===== config.mk =====
export PLATFORM = sky130hd
export DESIGN_NAME = button_debounce_flat
export DESIGN_NICKNAME = d
export VERILOG_FILES = /design/src/rtl/button_debounce_if.sv /design/src/rtl/button_debounce.sv /design/src/flat_wrapper.sv
export SDC_FILE = /design/constraint.sdc
export NUM_CORES = 1
export LEC_CHECK = 0
export CELL_PAD_IN_SITES_DETAIL_PLACEMENT = 0
export CELL_PAD_IN_SITES_GLOBAL_PLACEMENT = 2
export CORE_MARGIN = 2
export CORE_UTILIZATION = 35
export DETAILED_ROUTE_END_ITERATION = 10
export PLACE_DENSITY_LB_ADDON = 0.1
export SYNTH_ARGS = -nofsm -noshare
export SYNTH_HDL_FRONTEND = slang
export SYNTH_SLANG_ARGS = --single-unit

===== constraint.sdc =====
create_clock -name clk -period 1.8 [get_ports clk]
set_clock_uncertainty 0.1 [all_clocks]
set_input_delay 0.36 -clock clk [delete_from_list [all_inputs] [get_ports clk]]
set_output_delay 0.36 -clock clk [all_outputs]
set_load 0.01 [all_outputs]

===== src/rtl/button_debounce_if.sv =====
`default_nettype none
// ============================================================================
//  Module      : button_debounce_if
//  Description : Bundle of the pushbutton signals exchanged between the
//                debouncer and its surroundings.
//                  button      - raw pad level, asynchronous, may bounce
//                  btn_level   - debounced level, 1 = pressed
//                  btn_press   - one-cycle strobe on an accepted press
//                  btn_release - one-cycle strobe on an accepted release
//                  btn_toggle  - flips on every accepted press
//                Modports:
//                  master - drives the pad, consumes the conditioned outputs
//                  slave  - the debouncer itself
//  Revision    : 1.0 - initial release
// ============================================================================
interface button_debounce_if;
   logic button;
   logic btn_level;
   logic btn_press;
   logic btn_release;
   logic btn_toggle;

   modport master (
      output button,
      input  btn_level,
      input  btn_press,
      input  btn_release,
      input  btn_toggle
   );

   modport slave (
      input  button,
      output btn_level,
      output btn_press,
      output btn_release,
      output btn_toggle
   );
endinterface : button_debounce_if
`default_nettype wire


===== src/rtl/button_debounce.sv =====
`default_nettype none
// ============================================================================
//  Module      : button_debounce
//  Description : Conditions a raw pushbutton pad. The pad is brought into the
//                clk domain by a two-flop synchroniser, then a four-state
//                stability FSM accepts a new level only after it has been
//                seen unchanged for DEBOUNCE_CYCLES consecutive cycles.
//                Produces a clean level, press/release strobes and a
//                press-toggled latch. All outputs are registered.
//
//  Parameters  : DEBOUNCE_CYCLES - stable cycles needed to accept a level
//                                  (2 .. 2^24)
//                CNT_W           - counter width, 2^CNT_W > DEBOUNCE_CYCLES
//
//  Ports       : clk    - system clock, rising edge
//                rst    - asynchronous active-high reset, clears all state
//                btn_io - button_debounce_if.slave
//                           button      (in)  raw pad
//                           btn_level   (out) debounced level
//                           btn_press   (out) accepted 0->1 strobe
//                           btn_release (out) accepted 1->0 strobe
//                           btn_toggle  (out) inverts on every press
//
//  Build macro : BUTTON_ACTIVE_LOW_EN - when defined the pad is treated as
//                active low (idles high); otherwise active high.
//
//  Revision    : 1.0 - initial release
// ============================================================================
module button_debounce #(
   parameter int unsigned DEBOUNCE_CYCLES = 2_000_000,
   parameter int unsigned CNT_W           = 24
) (
   input  logic             clk,
   input  logic             rst,
   button_debounce_if.slave btn_io
);

   // The cycle that detects the new level at s2 (and moves into a CHECK
   // state) already counts as the first stable sample, so the counter only
   // has to cover the remaining DEBOUNCE_CYCLES-1 samples. The last of those
   // is reached when the counter holds DEBOUNCE_CYCLES-2, which keeps the
   // acceptance on edge N+1+DEBOUNCE_CYCLES.
   localparam logic [CNT_W-1:0] C_ACCEPT_CNT = CNT_W'(DEBOUNCE_CYCLES - 32'd2);

   typedef enum logic [1:0] {
      ST_STABLE_LO = 2'd0,
      ST_CHECK_HI  = 2'd1,
      ST_STABLE_HI = 2'd2,
      ST_CHECK_LO  = 2'd3
   } state_t;

   logic             pad_in;
   logic             s1_q;
   logic             s2_q;
   state_t           state_q;
   logic [CNT_W-1:0] cnt_q;
   logic [CNT_W-1:0] cnt_d;
   logic             cnt_done;
   logic             level_q;
   logic             press_q;
   logic             release_q;
   logic             toggle_q;

   // ------------------------------------------------------------------------
   // Pad polarity
   // ------------------------------------------------------------------------
`ifdef BUTTON_ACTIVE_LOW_EN
   assign pad_in = ~btn_io.button;
`else
   assign pad_in = btn_io.button;
`endif

   // ------------------------------------------------------------------------
   // Two-flop synchroniser; only s2_q is consumed downstream.
   // ------------------------------------------------------------------------
   always_ff @(posedge clk or posedge rst) begin
      if (rst) begin
         s1_q <= 1'b0;
         s2_q <= 1'b0;
      end else begin
         s1_q <= pad_in;
         s2_q <= s1_q;
      end
   end

   assign cnt_d    = cnt_q + 1'b1;
   assign cnt_done = (cnt_q == C_ACCEPT_CNT);

   // ------------------------------------------------------------------------
   // Stability FSM with registered outputs
   // ------------------------------------------------------------------------
   always_ff @(posedge clk or posedge rst) begin
      if (rst) begin
         state_q   <= ST_STABLE_LO;
         cnt_q     <= '0;
         level_q   <= 1'b0;
         press_q   <= 1'b0;
         release_q <= 1'b0;
         toggle_q  <= 1'b0;
      end else begin
         // Strobes last exactly one cycle unless re-asserted below.
         press_q   <= 1'b0;
         release_q <= 1'b0;

         case (state_q)
            ST_STABLE_LO: begin
               if (s2_q) begin
                  state_q <= ST_CHECK_HI;
                  cnt_q   <= '0;
               end
            end

            ST_CHECK_HI: begin
               if (!s2_q) begin
                  // Glitch: fall back without touching any output.
                  state_q <= ST_STABLE_LO;
                  cnt_q   <= '0;
               end else if (cnt_done) begin
                  state_q  <= ST_STABLE_HI;
                  cnt_q    <= '0;
                  level_q  <= 1'b1;
                  press_q  <= 1'b1;
                  toggle_q <= ~toggle_q;
               end else begin
                  cnt_q <= cnt_d;
               end
            end

            ST_STABLE_HI: begin
               if (!s2_q) begin
                  state_q <= ST_CHECK_LO;
                  cnt_q   <= '0;
               end
            end

            ST_CHECK_LO: begin
               if (s2_q) begin
                  state_q <= ST_STABLE_HI;
                  cnt_q   <= '0;
               end else if (cnt_done) begin
                  state_q   <= ST_STABLE_LO;
                  cnt_q     <= '0;
                  level_q   <= 1'b0;
                  release_q <= 1'b1;
               end else begin
                  cnt_q <= cnt_d;
               end
            end

            default: begin
               state_q <= ST_STABLE_LO;
               cnt_q   <= '0;
            end
         endcase
      end
   end

   assign btn_io.btn_level   = level_q;
   assign btn_io.btn_press   = press_q;
   assign btn_io.btn_release = release_q;
   assign btn_io.btn_toggle  = toggle_q;

endmodule : button_debounce
`default_nettype wire


===== src/flat_wrapper.sv =====
// flat-port wrapper written by rule: the top's interface ports become plain ports
module button_debounce_flat 
#(
   parameter int unsigned DEBOUNCE_CYCLES = 2_000_000,
   parameter int unsigned CNT_W           = 24
)
  (clk, rst, btn_io_button, btn_io_btn_level, btn_io_btn_press, btn_io_btn_release, btn_io_btn_toggle);
  button_debounce_if btn_io_i ();
  input  logic clk;
  input  logic rst;
  input wire logic [$bits(btn_io_i.button)-1:0] btn_io_button;
  output wire logic [$bits(btn_io_i.btn_level)-1:0] btn_io_btn_level;
  output wire logic [$bits(btn_io_i.btn_press)-1:0] btn_io_btn_press;
  output wire logic [$bits(btn_io_i.btn_release)-1:0] btn_io_btn_release;
  output wire logic [$bits(btn_io_i.btn_toggle)-1:0] btn_io_btn_toggle;
  assign btn_io_i.button = btn_io_button;
  assign btn_io_btn_level = btn_io_i.btn_level;
  assign btn_io_btn_press = btn_io_i.btn_press;
  assign btn_io_btn_release = btn_io_i.btn_release;
  assign btn_io_btn_toggle = btn_io_i.btn_toggle;
  button_debounce #(.DEBOUNCE_CYCLES(DEBOUNCE_CYCLES), .CNT_W(CNT_W)) u_core (.clk(clk), .rst(rst), .btn_io(btn_io_i));
endmodule

After elaboration in Yosys (flattened, before gate mapping)
Index checks and enable logic that the tools add are counted.
Word-level totals
  bits in registers: 32
  bits of input ports: 3
  output and inout port bits: 4
  logic and storage cells: 51
Operators by class
  $add $sub $neg: 1
  equality and inequality tests: 12
  muxes and demuxes: 23
  bitwise gates (word level): 1
  reduce and logical (&&, ||, !) cells: 6
Operators by type and width (number)
  24-bit 2-to-1 mux: 5
  24-bit one-hot mux with 4 select lines: 1
  24-bit by 1-bit adder with 24-bit output, second input constant: 1
  24-bit by 21-bit == test with 1-bit output, second input constant: 1
  2-bit 2-to-1 mux: 6
  1-bit 2-to-1 mux: 9
  2-bit by 1-bit inequality test with 1-bit output, second input constant: 4
  2-bit one-hot mux with 4 select lines: 1
  5-bit AND reduction: 1
  2-bit == test, second input constant: 2
  2-bit inequality test, second input constant: 2
  4-bit AND reduction: 1
  3-bit by 1-bit inequality test with 1-bit output, second input constant: 1
  3-bit inequality test, second input constant: 1
  3-bit AND reduction: 1
  2-bit by 1-bit == test with 1-bit output, second input constant: 1
  2-bit logical NOT: 1
  1-bit one-hot mux with 2 select lines: 1
  2-bit AND reduction: 1
  2-bit nonzero test: 1
  1-bit NOT: 1

Depth between registers and ports, before layout
Gate-level depths: netlist of run 1.
  depth in word-level cells: 4
  mapped depth: 8
  mapped depth without buffers: 7

Worst setup path before layout of run 1
OpenSTA, ideal clock, no wires.
  path type: reg-to-reg
  start point: register u_core.cnt_q[0]
  end point: register u_core.cnt_q[22]
  setup time: 126 ps
  data arrival time: 1657 ps
  setup slack: -83 ps
  cell stages (with the launch flop): 8
  path buffers: 1
  clock period less this slack: 1883 ps
  cell sequence: dfrtp_1 -> inv_1 -> ha_1 -> nor4b_2 -> and4b_1 -> a31oi_4 -> buf_6 -> a221o_1
Between the ends
  cells in the longest elaborated chain, start to end: 4
  elaborated cells on any way between the ends: 6
  classes of those cells: add/sub: 1; eq/ne: 1; mux: 4
Ends and longest elaborated chain
  start: declaration: line button_debounce.sv:56  | logic [CNT_W-1:0] cnt_q;
  start signal: assignment: line button_debounce.sv:125  | cnt_q <= cnt_d;
  start signal: assignment: line button_debounce.sv:146  | cnt_q <= cnt_d;
  24-bit by 1-bit adder with 24-bit output / 24-bit by 21-bit == test with 1-bit output (equally long branches): line button_debounce.sv:86, button_debounce.sv:87
  24-bit 2-to-1 mux (*): line button_debounce.sv:118, button_debounce.sv:140
  24-bit 2-to-1 mux, on equally long branches: line button_debounce.sv:137, button_debounce.sv:114
  24-bit one-hot mux with 4 select lines (*): line button_debounce.sv:105  | case (state_q)
Mark *: on every way between the ends. The rest lies on a longest branch, timed or not.
A chain may end at the register's enable or synchronous reset.

Worst setup path in the final report of run 1
  start point: register u_core.cnt_q[0]
  end point: register u_core.cnt_q[23]
The elaborated chain is that of the path after synthesis.

==> impl_summary.md, run 1 <==
Die
The placeable core region is 0.00482 mm². The floorplan die height is 75.4 µm. The die covers 0.00569 mm².

Once the floorplan was initialized, standard cells occupied 37.1% of the core. The die is 75.4 µm wide. The row count is 25. During I/O placement, the number of pins put on the boundary was 7.

STA
The post-route fraction of the period consumed by the critical path is 111%. Subtracting the final worst setup slack from the clock period gives 2000 ps. Setup repair after global routing could not meet its margin everywhere.

Timing would allow up to 501 MHz. The number of setup violations in the final report is 28. The tightest slew margin relative to the limit is 68.2%. Once routing completed, OpenROAD measured the worst setup slack at -197 ps. The count of endpoints failing hold in the final timing report is 0. The final count of pins violating max slew is 0. The transition time at the pin with the least slew margin is 474 ps.

Route
The routed wirelength normalized by instance count is 16.2 µm. The count of unresolved DRC violations after routing is 0. The final layout contains routed wiring with a total length of 4.86 mm. The detail route stage leaves a number of antenna-violating nets equal to 0. Dividing the detail-routed via count by the number of cells gives 5.40. Across all layers, the routed design uses 1620 vias. For this block, the initial DRC count from the detailed router was 104. The number of search-and-repair iterations in the first detailed-routing pass is 4.

Global route
The number of global-route vias before repair is 1629. Global routing used 19.0% of the available tracks across all layers. The first global-routing pass estimated 7.96 mm of wire. The leftover overflow at the end of global routing is 0.

The number of antenna violations at the first check in global routing is 0. Entering global routing, the biggest net connects 33 pins.

Place
The post-placement cell count is 286. The post-placement setup slack is -152 ps. Once detailed placement completed, the half-perimeter wirelength came to 3.40 mm. At the end of routability-driven placement, the weighted congestion stood at 0.827. The count of input and output buffers is 6.

Worst setup path
The critical path runs through a total of 8 cells. Together, buffers and inverters on the worst path number 2. The start-to-end type of the worst setup path is reg -> reg. For this run, the slowest stage of the critical path takes 380 ps. The critical path startpoint is u_core.cnt_q[0]. The internal reg-to-reg setup slack is -200 ps. The critical path's slowest cell is sky130_fd_sc_hd__dfrtp_1. Data arrives at the worst endpoint at 2070 ps. Of all nets on the critical path, the largest fanout is 12.

The top cell family by delay on the critical path is simple AND/OR/NAND/NOR gates. The startpoint identified for the worst register-to-register timing path is u_core.cnt_q[0]. Traced cell by cell, the critical path runs through inv_1 -> ha_1 -> nor4b_4 -> and4b_1 -> a31oi_4 -> buf_12 -> a21o_1 -> a22o_1. STA classifies the critical path endpoint as a flip-flop.

STA classifies the critical path startpoint as a flip-flop. Measured in cells, the most critical reg-to-reg path has a length of 8. The most critical setup path has its endpoint at u_core.cnt_q[23]. At the worst endpoint, the required time is 1870 ps. In this run the critical register-to-register path is captured at u_core.cnt_q[23].

Run status
The checks that failed: negative setup slack. The run finished, with violations left.

Layout
The number of non-filler instances in the completed layout is 300. The filler cell count is 467. 0 antenna diodes ended up in the layout. The layout net count is 238. The post-route netlist has 32.6% of its cells at a drive strength greater than 1.

Summing all multi-input logic gate instances after layout gives 965 µm². Relative to the synthesized area, the layout overhead comes to 35.0%. The footprint of the flip-flops and latches is 801 µm².

CTS
Counting along the longest clock path gives a buffer depth of 2. The clock-pin transition on the worst setup and hold timing paths is 70 ps. In this run the number of H-tree levels came out at 2.

The cell sitting at the root of the clock tree is a sky130_fd_sc_hd__clkbuf_8. Clock latency on the worst-skew pair, taken at its later pin, is 290 ps. The quantity of hold-fixing buffers added after cts is 0. In this run, CTS created clock tree buffers numbering 5. The TritonCTS clock tree is yes. The clock net in this run drives a total of 32 sinks.

Hold path
The min-delay analysis places its worst path in the category reg -> reg.

Logic synthesis
The mapped netlist covers 0.00179 mm². The number of synthesized register bits is 32. For this run, the number of Yosys warnings is 0. Of all flip-flops after synthesis, the portion carrying an async set or reset was 100%. The number of synthesized flops with an enable pin is 0. Counting every net in the synthesized netlist gives 189. The number of distinct library cells after synthesis is 48. The synthesized netlist cell count is 184. Averaged over all synthesized cells, the footprint is 9.70 µm². The primary flip-flop cell chosen by synthesis mapping is sky130_fd_sc_hd__dfrtp_1. Of the synthesized area, sequential elements account for 44.8%.

Power
In this run the power spent charging and discharging nets is 620 µW. The clock network fraction of total power is 31.0%. The worst vdd rail ir drop is 315 µV.

In this run the static leakage power is 1.08 nW. For this design the ratio of total power to cell area is 828 mW/mm². The sequential share of power is 39.7%. The net switching share of the total power is 31.0%. In this run, the combinational gates consume 29.3% of the power. The total internal power is 1.38 mW.

Run
The reported max-cap violation count is 0.
[through the flow]
stage	setup TNS, ps	area (µm²)	power (mW)	utilization (%)	hold WS [ps]
3_5_place_dp	-1530	2190	1.29	45.4	237
2_1_floorplan	-330	1810	1.12	-	231
6_report	-2860	2410	2.00	50.1	255
5_1_grt	-7240	2410	2.09	50.1	263
3_3_place_gp	-438	2190	1.28	45.4	234
4_1_cts	-2910	2370	1.99	49.1	257
[layout make-up]
class	count	area share [%]
Multi-Input combinational cell	136	40.0
Clock buffer	7	4.00
Tap cell	67	3.48
Sequential cell	32	33.2
Inverter	6	0.934
Timing Repair Buffer	52	18.4
[how the worst min path moves through the flow]
| stage | start | to | depth (start not counted) |
|---|---|---|---|
| 6_report | u_core.s1_q | u_core.s2_q | 0 |
| 2_1_floorplan | u_core.s1_q | u_core.s2_q | 0 |
| 3_3_place_gp | u_core.s1_q | u_core.s2_q | 0 |
| 4_1_cts | u_core.s1_q | u_core.s2_q | 0 |
| 5_1_grt | u_core.s1_q | u_core.s2_q | 0 |
| 3_5_place_dp | u_core.s1_q | u_core.s2_q | 0 |
[layer usage]
metal | part of all wire, % | vias to the layer above | global-route usage (%)
li1 | - | 793 | -
met5 | 0 | - | 0
met1 | 47 | 793 | 24.9
met3 | 3.4 | 7 | 5.03
met4 | 1.3 | 0 | 6.24
met2 | 48 | 27 | 30.4
[Yosys cell counts (all sizes together) (2+ instances only)]
master   n  area share [%]
nand3   15             5.2
a22o     4             2.0
a21o     4             1.7
or2      2            0.70
buf      8             3.0
ha       2             1.4
nand2b   3             1.1
nor3     7             2.0
xor2     2            0.98
nand2   13             2.7
inv      6             1.3
o21ai    6             1.7
dfrtp   32              45
and3     6             2.2
clkbuf   2            0.49
xnor2    2            0.98
mux2i    6             3.4
a31oi   11             4.7
and4     3             1.7
nor2     9             1.9
nand4   11             3.9
nor4     2             1.1
a21oi   14             3.9
[power groups by stage]
stage	Sequential, mW	Combinational, mW	Clock, mW
4_1_cts	0.792	0.578	0.624
3_5_place_dp	0.805	0.487	0
5_1_grt	0.800	0.633	0.662
6_report	0.792	0.585	0.619
2_1_floorplan	0.813	0.308	0
3_3_place_gp	0.803	0.477	0
[repair_timing]
action / CTS / global route
endpoints found under the setup margin: 26 / 30
buffers inserted: 3 / 3
gates cloned: 1 / 0
resized for setup: 7 / 11
pin swaps: 3 / 7
[sequential cells by signal (all words and copies together), names as in the netlist, named ones only]
signal / cells
u_core.btn_io.btn_level: 1
u_core.s1_q: 1
u_core.btn_io.btn_release: 1
u_core.btn_io.btn_press: 1
u_core.cnt_q: 24
u_core.state_q: 1
u_core.s2_q: 1
u_core.btn_io.btn_toggle: 1
[placed cells by master (no fill, tap or decap), types with 2 or more instances in the layout]
master / instances
sky130_fd_sc_hd__nor3_1: 3
sky130_fd_sc_hd__mux2i_1: 6
sky130_fd_sc_hd__a31oi_1: 10
sky130_fd_sc_hd__inv_1: 6
sky130_fd_sc_hd__nand3_2: 3
sky130_fd_sc_hd__nand2_1: 13
sky130_fd_sc_hd__o21ai_1: 2
sky130_fd_sc_hd__nand3_1: 11
sky130_fd_sc_hd__a21oi_1: 14
sky130_fd_sc_hd__nand2b_1: 3
sky130_fd_sc_hd__and3_2: 2
sky130_fd_sc_hd__nand4_1: 11
sky130_fd_sc_hd__dfrtp_1: 32
sky130_fd_sc_hd__a21o_1: 4
sky130_fd_sc_hd__and3_1: 4
sky130_fd_sc_hd__buf_6: 2
sky130_fd_sc_hd__xnor2_1: 2
sky130_fd_sc_hd__clkbuf_8: 7
sky130_fd_sc_hd__a22o_1: 4
sky130_fd_sc_hd__clkdlybuf4s50_1: 6
sky130_fd_sc_hd__o21ai_0: 4
sky130_fd_sc_hd__buf_4: 42
sky130_fd_sc_hd__nor2_1: 8
sky130_fd_sc_hd__xor2_1: 2
sky130_fd_sc_hd__nor3_2: 3
[cells by family (layout without fill, tap and decap cells)]
kind of cell	count (synthesis)	in the layout	share of synthesized area, %
AND/OR/NAND/NOR	79	79	26.6
AO/OA/AOI/OAI	44	44	16.5
flip-flops	32	32	44.8
buffers and inverters	16	65	4.76
multiplexers	7	7	3.99
XOR/XNOR	4	4	1.96
adder cells (fa/ha/maj)	2	2	1.40
No activity file was read; power rests on OpenSTA's default activity.
==> run 2: changes to the inputs <==
--- a/config.mk
+++ b/config.mk
@@ -5,6 +5,7 @@
 export SDC_FILE = /design/constraint.sdc
 export NUM_CORES = 1
 export LEC_CHECK = 0
+export ABC_CLOCK_PERIOD_IN_PS = 1800
 export CELL_PAD_IN_SITES_DETAIL_PLACEMENT = 0
 export CELL_PAD_IN_SITES_GLOBAL_PLACEMENT = 2
 export CORE_MARGIN = 2
==> results of run 2 <==
Final layout, timing and power as in run 1 (identical DEF).
==> run 3: changes to the inputs <==
--- a/config.mk
+++ b/config.mk
@@ -10,8 +10,11 @@
 export CELL_PAD_IN_SITES_GLOBAL_PLACEMENT = 2
 export CORE_MARGIN = 2
 export CORE_UTILIZATION = 35
+export CTS_CLUSTER_SIZE = 25
 export DETAILED_ROUTE_END_ITERATION = 10
+export HOLD_SLACK_MARGIN = 0.06
 export PLACE_DENSITY_LB_ADDON = 0.1
+export SLEW_MARGIN = 20
 export SYNTH_ARGS = -nofsm -noshare
 export SYNTH_HDL_FRONTEND = slang
 export SYNTH_SLANG_ARGS = --single-unit
==> results of run 3 <==
Final layout, timing and power as in run 1 (identical DEF).
